**src/rtl/bf16_norm_round.sv**
```systemverilog
// bfloat16 normalise/round stage: LZC-driven shift, exponent adjust, RNE rounding,
// saturate/flush range handling. Two-stage valid/ready pipeline.

module lzc #(
  parameter int unsigned W  = 16,
  parameter int unsigned CW = $clog2(W) + 1
) (
  input  logic [W-1:0]  in_i,
  output logic [CW-1:0] cnt_o
);
  // Highest set bit wins because later iterations overwrite earlier ones.
  always_comb begin
    cnt_o = CW'(W);
    for (int i = 0; i < W; i++) begin
      if (in_i[i]) cnt_o = CW'(W - 1 - i);
    end
  end
endmodule

module bf16_norm_round #(
  parameter int unsigned MANT_W = 12,
  parameter int unsigned LZC_W  = 16
) (
  input  logic              clk,
  input  logic              nreset,
  input  logic              valid_i,
  output logic              ready_o,
  input  logic              sign_i,
  input  logic [7:0]        exp_i,
  input  logic [MANT_W-1:0] mant_i,
  output logic              valid_o,
  input  logic              ready_i,
  output logic [15:0]       res_o,
  output logic              overflow_o,
  output logic              underflow_o,
  output logic              inexact_o
);
  localparam int unsigned PAD_W = LZC_W - MANT_W;
  localparam int unsigned CW    = $clog2(LZC_W) + 1;
  localparam int unsigned EW    = 10;

  logic              init_q, init_d;
  logic              s1_valid_q, s1_valid_d;
  logic              s1_sign_q, s1_sign_d;
  logic [7:0]        s1_exp_q, s1_exp_d;
  logic [MANT_W-1:0] s1_mant_q, s1_mant_d;
  logic [CW-1:0]     s1_cnt_q, s1_cnt_d;
  logic              valid_q, valid_d;
  logic [15:0]       res_q, res_d;
  logic              ovf_q, ovf_d;
  logic              unf_q, unf_d;
  logic              inx_q, inx_d;

  logic          s1_adv, s2_adv, in_fire;
  logic [CW-1:0] lzc_cnt;
  logic [9:0]    norm;
  logic [EW-1:0] e_pre, e_rnd;
  logic          inc, co;
  logic [6:0]    frac;
  logic [15:0]   s2_res;
  logic          s2_ovf, s2_unf, s2_inx;

  lzc #(.W(LZC_W), .CW(CW)) u_lzc (
    .in_i  ({mant_i, {PAD_W{1'b0}}}),
    .cnt_o (lzc_cnt)
  );

  assign s2_adv  = !valid_q || ready_i;
  assign s1_adv  = !s1_valid_q || s2_adv;
  assign ready_o = init_q && s1_adv;
  assign in_fire = valid_i && ready_o;

  // Normalise (norm[9:3] = frac, norm[2] = G, norm[1:0] = R/S), round, range-check.
  always_comb begin
    norm  = '0;
    e_pre = '0;
    if (s1_cnt_q == '0) begin
      norm  = {s1_mant_q[10:2], s1_mant_q[1] | s1_mant_q[0]};
      e_pre = {2'b00, s1_exp_q} + EW'(1);
    end else begin
      norm  = 10'(s1_mant_q << (s1_cnt_q - CW'(1)));
      e_pre = {2'b00, s1_exp_q} + EW'(1) - EW'(s1_cnt_q);
    end
    inc       = norm[2] & (norm[1] | norm[0] | norm[3]);
    {co, frac} = {1'b0, norm[9:3]} + 8'(inc);
    e_rnd     = e_pre + EW'(co);
    s2_res    = {s1_sign_q, e_rnd[7:0], frac};
    s2_ovf    = 1'b0;
    s2_unf    = 1'b0;
    s2_inx    = |norm[2:0];
    if (s1_cnt_q >= CW'(12)) begin
      s2_res = 16'h0000;
      s2_inx = 1'b0;
    end else if ($signed(e_rnd) >= $signed(EW'(255))) begin
      s2_res = {s1_sign_q, 8'hFF, 7'h00};
      s2_ovf = 1'b1;
      s2_inx = 1'b1;
    end else if ($signed(e_rnd) <= $signed(EW'(0))) begin
      s2_res = {s1_sign_q, 15'h0000};
      s2_unf = 1'b1;
      s2_inx = 1'b1;
    end
  end

  always_comb begin
    init_d     = 1'b1;
    s1_valid_d = s1_valid_q;
    s1_sign_d  = s1_sign_q;
    s1_exp_d   = s1_exp_q;
    s1_mant_d  = s1_mant_q;
    s1_cnt_d   = s1_cnt_q;
    valid_d    = valid_q;
    res_d      = res_q;
    ovf_d      = ovf_q;
    unf_d      = unf_q;
    inx_d      = inx_q;
    if (s1_adv) begin
      s1_valid_d = in_fire;
      if (in_fire) begin
        s1_sign_d = sign_i;
        s1_exp_d  = exp_i;
        s1_mant_d = mant_i;
        s1_cnt_d  = lzc_cnt;
      end
    end
    if (s2_adv) begin
      valid_d = s1_valid_q;
      if (s1_valid_q) begin
        res_d = s2_res;
        ovf_d = s2_ovf;
        unf_d = s2_unf;
        inx_d = s2_inx;
      end
    end
  end

  always_ff @(posedge clk or negedge nreset) begin
    if (!nreset) begin
      init_q     <= 1'b0;
      s1_valid_q <= 1'b0;
      s1_sign_q  <= 1'b0;
      s1_exp_q   <= '0;
      s1_mant_q  <= '0;
      s1_cnt_q   <= '0;
      valid_q    <= 1'b0;
      res_q      <= '0;
      ovf_q      <= 1'b0;
      unf_q      <= 1'b0;
      inx_q      <= 1'b0;
    end else begin
      init_q     <= init_d;
      s1_valid_q <= s1_valid_d;
      s1_sign_q  <= s1_sign_d;
      s1_exp_q   <= s1_exp_d;
      s1_mant_q  <= s1_mant_d;
      s1_cnt_q   <= s1_cnt_d;
      valid_q    <= valid_d;
      res_q      <= res_d;
      ovf_q      <= ovf_d;
      unf_q      <= unf_d;
      inx_q      <= inx_d;
    end
  end

  assign valid_o     = valid_q;
  assign res_o       = res_q;
  assign overflow_o  = ovf_q;
  assign underflow_o = unf_q;
  assign inexact_o   = inx_q;
endmodule
```
**config.mk**
```make
export PLATFORM = sky130hd
export DESIGN_NAME = bf16_norm_round
export DESIGN_NICKNAME = d
export VERILOG_FILES = /design/src/rtl/bf16_norm_round.sv
export SDC_FILE = /design/constraint.sdc
export NUM_CORES = 1
export LEC_CHECK = 0
export ABC_AREA = 1
export CAP_MARGIN = 20
export CORE_MARGIN = 10
export CORE_UTILIZATION = 50
export DETAILED_ROUTE_END_ITERATION = 16
export PLACE_DENSITY = 0.73
export REMOVE_ABC_BUFFERS = 1
export SYNTH_ARGS = -nofsm -noshare
export SYNTH_HDL_FRONTEND = slang
export SYNTH_HIERARCHICAL = 1
export SYNTH_SLANG_ARGS = --single-unit
```
**constraint.sdc**
```tcl
create_clock -name clk -period 4.75 [get_ports clk]
set_input_delay 0.475 -clock clk [delete_from_list [all_inputs] [get_ports clk]]
set_output_delay 0.475 -clock clk [all_outputs]
set_load 0.01 [all_outputs]
```
==> impl_results.md <==
- Syn_area_per_cell: 6.64 um2
- Achievable clock frequency: 239 MHz
- Clock insertion delay at the later pin of the skew report: 0.31 ns
- Die W: 107 um
- Detailed placer's ending HPWL: 7360 um
- Standard cell area after detailed placement: 0.00435 mm2
- # H-tree levels: 2
- Total grt overflow: 0
- Mapped Cells: 575
- Share of power burned in combinational logic: 0.502
- Filler Cell Count: ~690
- Fraction of final layout cells sized beyond drive strength 1: 0.111
- Type of origin of the critical path: flop
- Relative contribution of sequential cells to total power: 0.315
- Required time of the worst setup path: 4.94 ns
- Wire length of the first global-routing pass: 16200 um
- Area growth syn-to-layout: 18.2%
- Switching part of the total power: 0.421
- Antenna Cells: 0
- Delay of the slowest cell on the worst path: 0.52 ns
- Max Clock Skew: 0.00356 ns
- Most Frequent Cell on Critical Path: sky130_fd_sc_hd__nand2_1
- Kind of end point of the critical path: flop
- Antenna violations before repair: 0
- Min cycle time layout: 4.18 ns
- Number of hold-slack violations in the final timing report: 0
- Final routed DRC violation total: 0
- Total Routing Usage GR: 0.165
- Number of global-route vias before repair: roughly 3700
- Per-cell routed wire length: 12.7 um
- Weighted congestion reported at the end of routability-driven placement: slightly below 0.9
- Run status: complete, no violations
- Die ar.: 0.0115 mm2
- Power share of the clock group: 0.183
- Bufs and invs on worst path: 4
- Final total negative setup slack: 0 ns
- WL final: roughly 9000 um
- Final worst-path cycle share: 0.881
- I/O pin count: 46
- Type of the worst setup path: reg -> reg
- Effective utilization at floorplan: 0.521
- Netlist area before placement: 0.00382 mm2
- Net count, final: 660
- Number of buffers inserted by hold repair at cts: 0
- Number of antenna-violating nets in the routed design: 0
- Number of storage elements in the synthesis netlist: 47
- Pin count of the biggest net entering global routing: 48
- Number of placement rows: 31
- Warnings from Yosys: 6
- Y dimension of the die: 107 um
- Net switching power figure: 0.731 mW
- Headroom to the max-slew limit: 0.498
- Measured slew at the worst slew-check pin: 0.752 ns
- Setup-violating endpoint count in the final report: 0
- Area of the core: approximately 0.0073 mm2
- Non-Filler Cell Area, Final: 0.00452 mm2
- Via total after detailed routing: 3727
- Number of sinks on the clock net: 47
- Number of max-cap violations: 0
- Total iterations of the first detailed-routing run: 4
- Count of pins over their slew limit: 0
- Worst hold margin: 0.162 ns
- Critical path peak fanout: 15
- Number of buffer cells added on primary ports: 45
- Leakage dissipation: ~2.4 nW
- Number of distinct library cells after synthesis: 38
- Iteration-0 DRC count of the detailed router: 128
- Postcts setup bufs: 0
- Clock Tree Root: sky130_fd_sc_hd__clkbuf_8
- Arrival time of data at the critical path endpoint: 4.37 ns
- TritonCTS clock tree: done
- Proportion of synthesized chip area in sequential cells: 0.308
- Maximum resistive drop on vdd: 0.212 mV
- Number of buffers created by CTS: 5
- Worst hold path class: in -> async
- Avg Vias per Cell: 5.15
- Critical path's top delay family: simple AND/OR/NAND/NOR gates
- Resize count post-CTS: 0
- Cell internal pwr: approximately 1.0 mW
- Library cell contributing the largest single delay on the critical path: sky130_fd_sc_hd__ha_2
- Number of buffers on the longest clock path: 2
- CTS clock-pin slew for the worst setup and hold paths: roughly 0.09 ns
- Areal power density over the cells: 384 mW/mm2
stage by stage:
stage | cells | util | worst slack, ns | power [mW]
5_1_grt | 723 | 0.616 | -0.0304 | 1.90
3_5_place_dp | 714 | 0.594 | 0.374 | 1.42
4_1_cts | 722 | 0.610 | 0.358 | 1.74
6_report | 723 | 0.616 | 0.567 | 1.74
2_1_floorplan | 568 | - | 1.02 | 1.15
3_3_place_gp | 714 | 0.594 | 0.559 | 1.40
routing by layer:
metal	routed length, um	track usage	up-vias
met1	4020	0.195	1714
met3	353	0.0246	18
li1	-	-	1920
met4	238	0.0582	0
met5	0	0	-
met2	4560	0.296	75
state kept, by name, summed over array words and instances (netlist names):
register / cells
underflow_o: 1
s1_mant_q: 11
inexact_o: 1
s1_sign_q: 1
s1_exp_q: 8
s1_valid_q: 1
init_q: 1
res_o: 16
valid_o: 1
s1_cnt_q: 5
overflow_o: 1
cells in the mapped netlist (all sizes together):
library cell  count  area [um2]
buf               6        47.5
nand3            78         438
a21boi            1        7.51
ha               11         138
dfrtp            47        1180
nand3b            2        27.5
nor3              4        20.0
inv              71         267
a21oi            18        90.1
mux2             13         146
xor2              4        42.6
conb              2        7.51
nor4              2        12.5
xnor2             3        26.3
fa                1        20.0
nor2             58         269
clkbuf            8        30.0
clkinv            2        7.51
a31oi             1        6.26
or2               1        6.26
o211ai            4        30.0
nand4            18         113
o21ai             8        51.3
nand2           212         841
layout by cell type, fill, tap and decap left out, drive strengths merged:
cell	count
clkinv	1
xnor2	3
nand3	78
nand4	18
fa	1
mux2	13
clkinvlp	1
nand2	212
a21oi	18
o21ai	8
o211ai	4
xor2	4
inv	72
clkbuf	6
nor3	4
buf	4
dfrtp	47
a21boi	1
nand3b	2
a31oi	1
nor2	58
nor4	2
conb	9
ha	11
clkdlybuf4s50	44
bufinv	1
or2	1
final cells by class:
| cell class | instances | area [um2] | share of cell area |
|---|---|---|---|
| Inverter | 73 | 278 | 0.0615 |
| Clock inverter | 2 | 38.8 | 0.00859 |
| Multi-Input combinational cell | 448 | 2330 | 0.516 |
| Timing Repair Buffer | 48 | 488 | 0.108 |
| Tap cell | 99 | 124 | 0.0274 |
| Sequential cell | 47 | 1180 | 0.261 |
| Clock buffer | 6 | 82.6 | 0.0183 |
kinds of logic (layout without fill, tap and decap cells):
| logic type | count (synthesis) | in the layout | synth area share |
|---|---|---|---|
| buf+inv | 87 | 129 | 0.0920 |
| mux | 13 | 13 | 0.0383 |
| compound gates | 32 | 32 | 0.0485 |
| other cells | 2 | 9 | 0.00197 |
| flops | 47 | 47 | 0.308 |
| fa+ha+maj | 12 | 12 | 0.0413 |
| simple gates | 375 | 375 | 0.452 |
| xor+xnor | 7 | 7 | 0.0180 |
path summary, 6_finish.rpt:
path | startpoint | to | slack [ns] | cells after the start
min in group clk | overflow_o | overflow_o | 0.49 | 2
max reg2reg | s1_cnt_q[0] | res_o[11] | 0.57 | 25
max | s1_cnt_q[0] | res_o[11] | 0.57 | 25
min | nreset | s1_exp_q[7] | 0.16 | 1
max in group asynchronous | nreset | s1_cnt_q[0] | 4.05 | 2
min reg2reg | overflow_o | overflow_o | 0.49 | 2
worst reg2reg max path, delay by kind of cell (launching register included):
family                     cells  cell delay (ns)
AOI/OAI and AO/OA              1             0.18
adders and majority gates      3             0.94
buffers and inverters          4             0.57
DFF                            1             0.49
and+or+nand+nor               17             1.91
power by group through the flow:
stage / sequential, mW / clock, mW / combinational (mW)
6_report: 0.546 / 0.318 / 0.872
5_1_grt: 0.558 / 0.340 / 0.999
4_1_cts: 0.546 / 0.326 / 0.869
3_5_place_dp: 0.554 / 0 / 0.866
3_3_place_gp: 0.552 / 0 / 0.852
2_1_floorplan: 0.561 / 0 / 0.586
(Power assumes the default switching activity.)
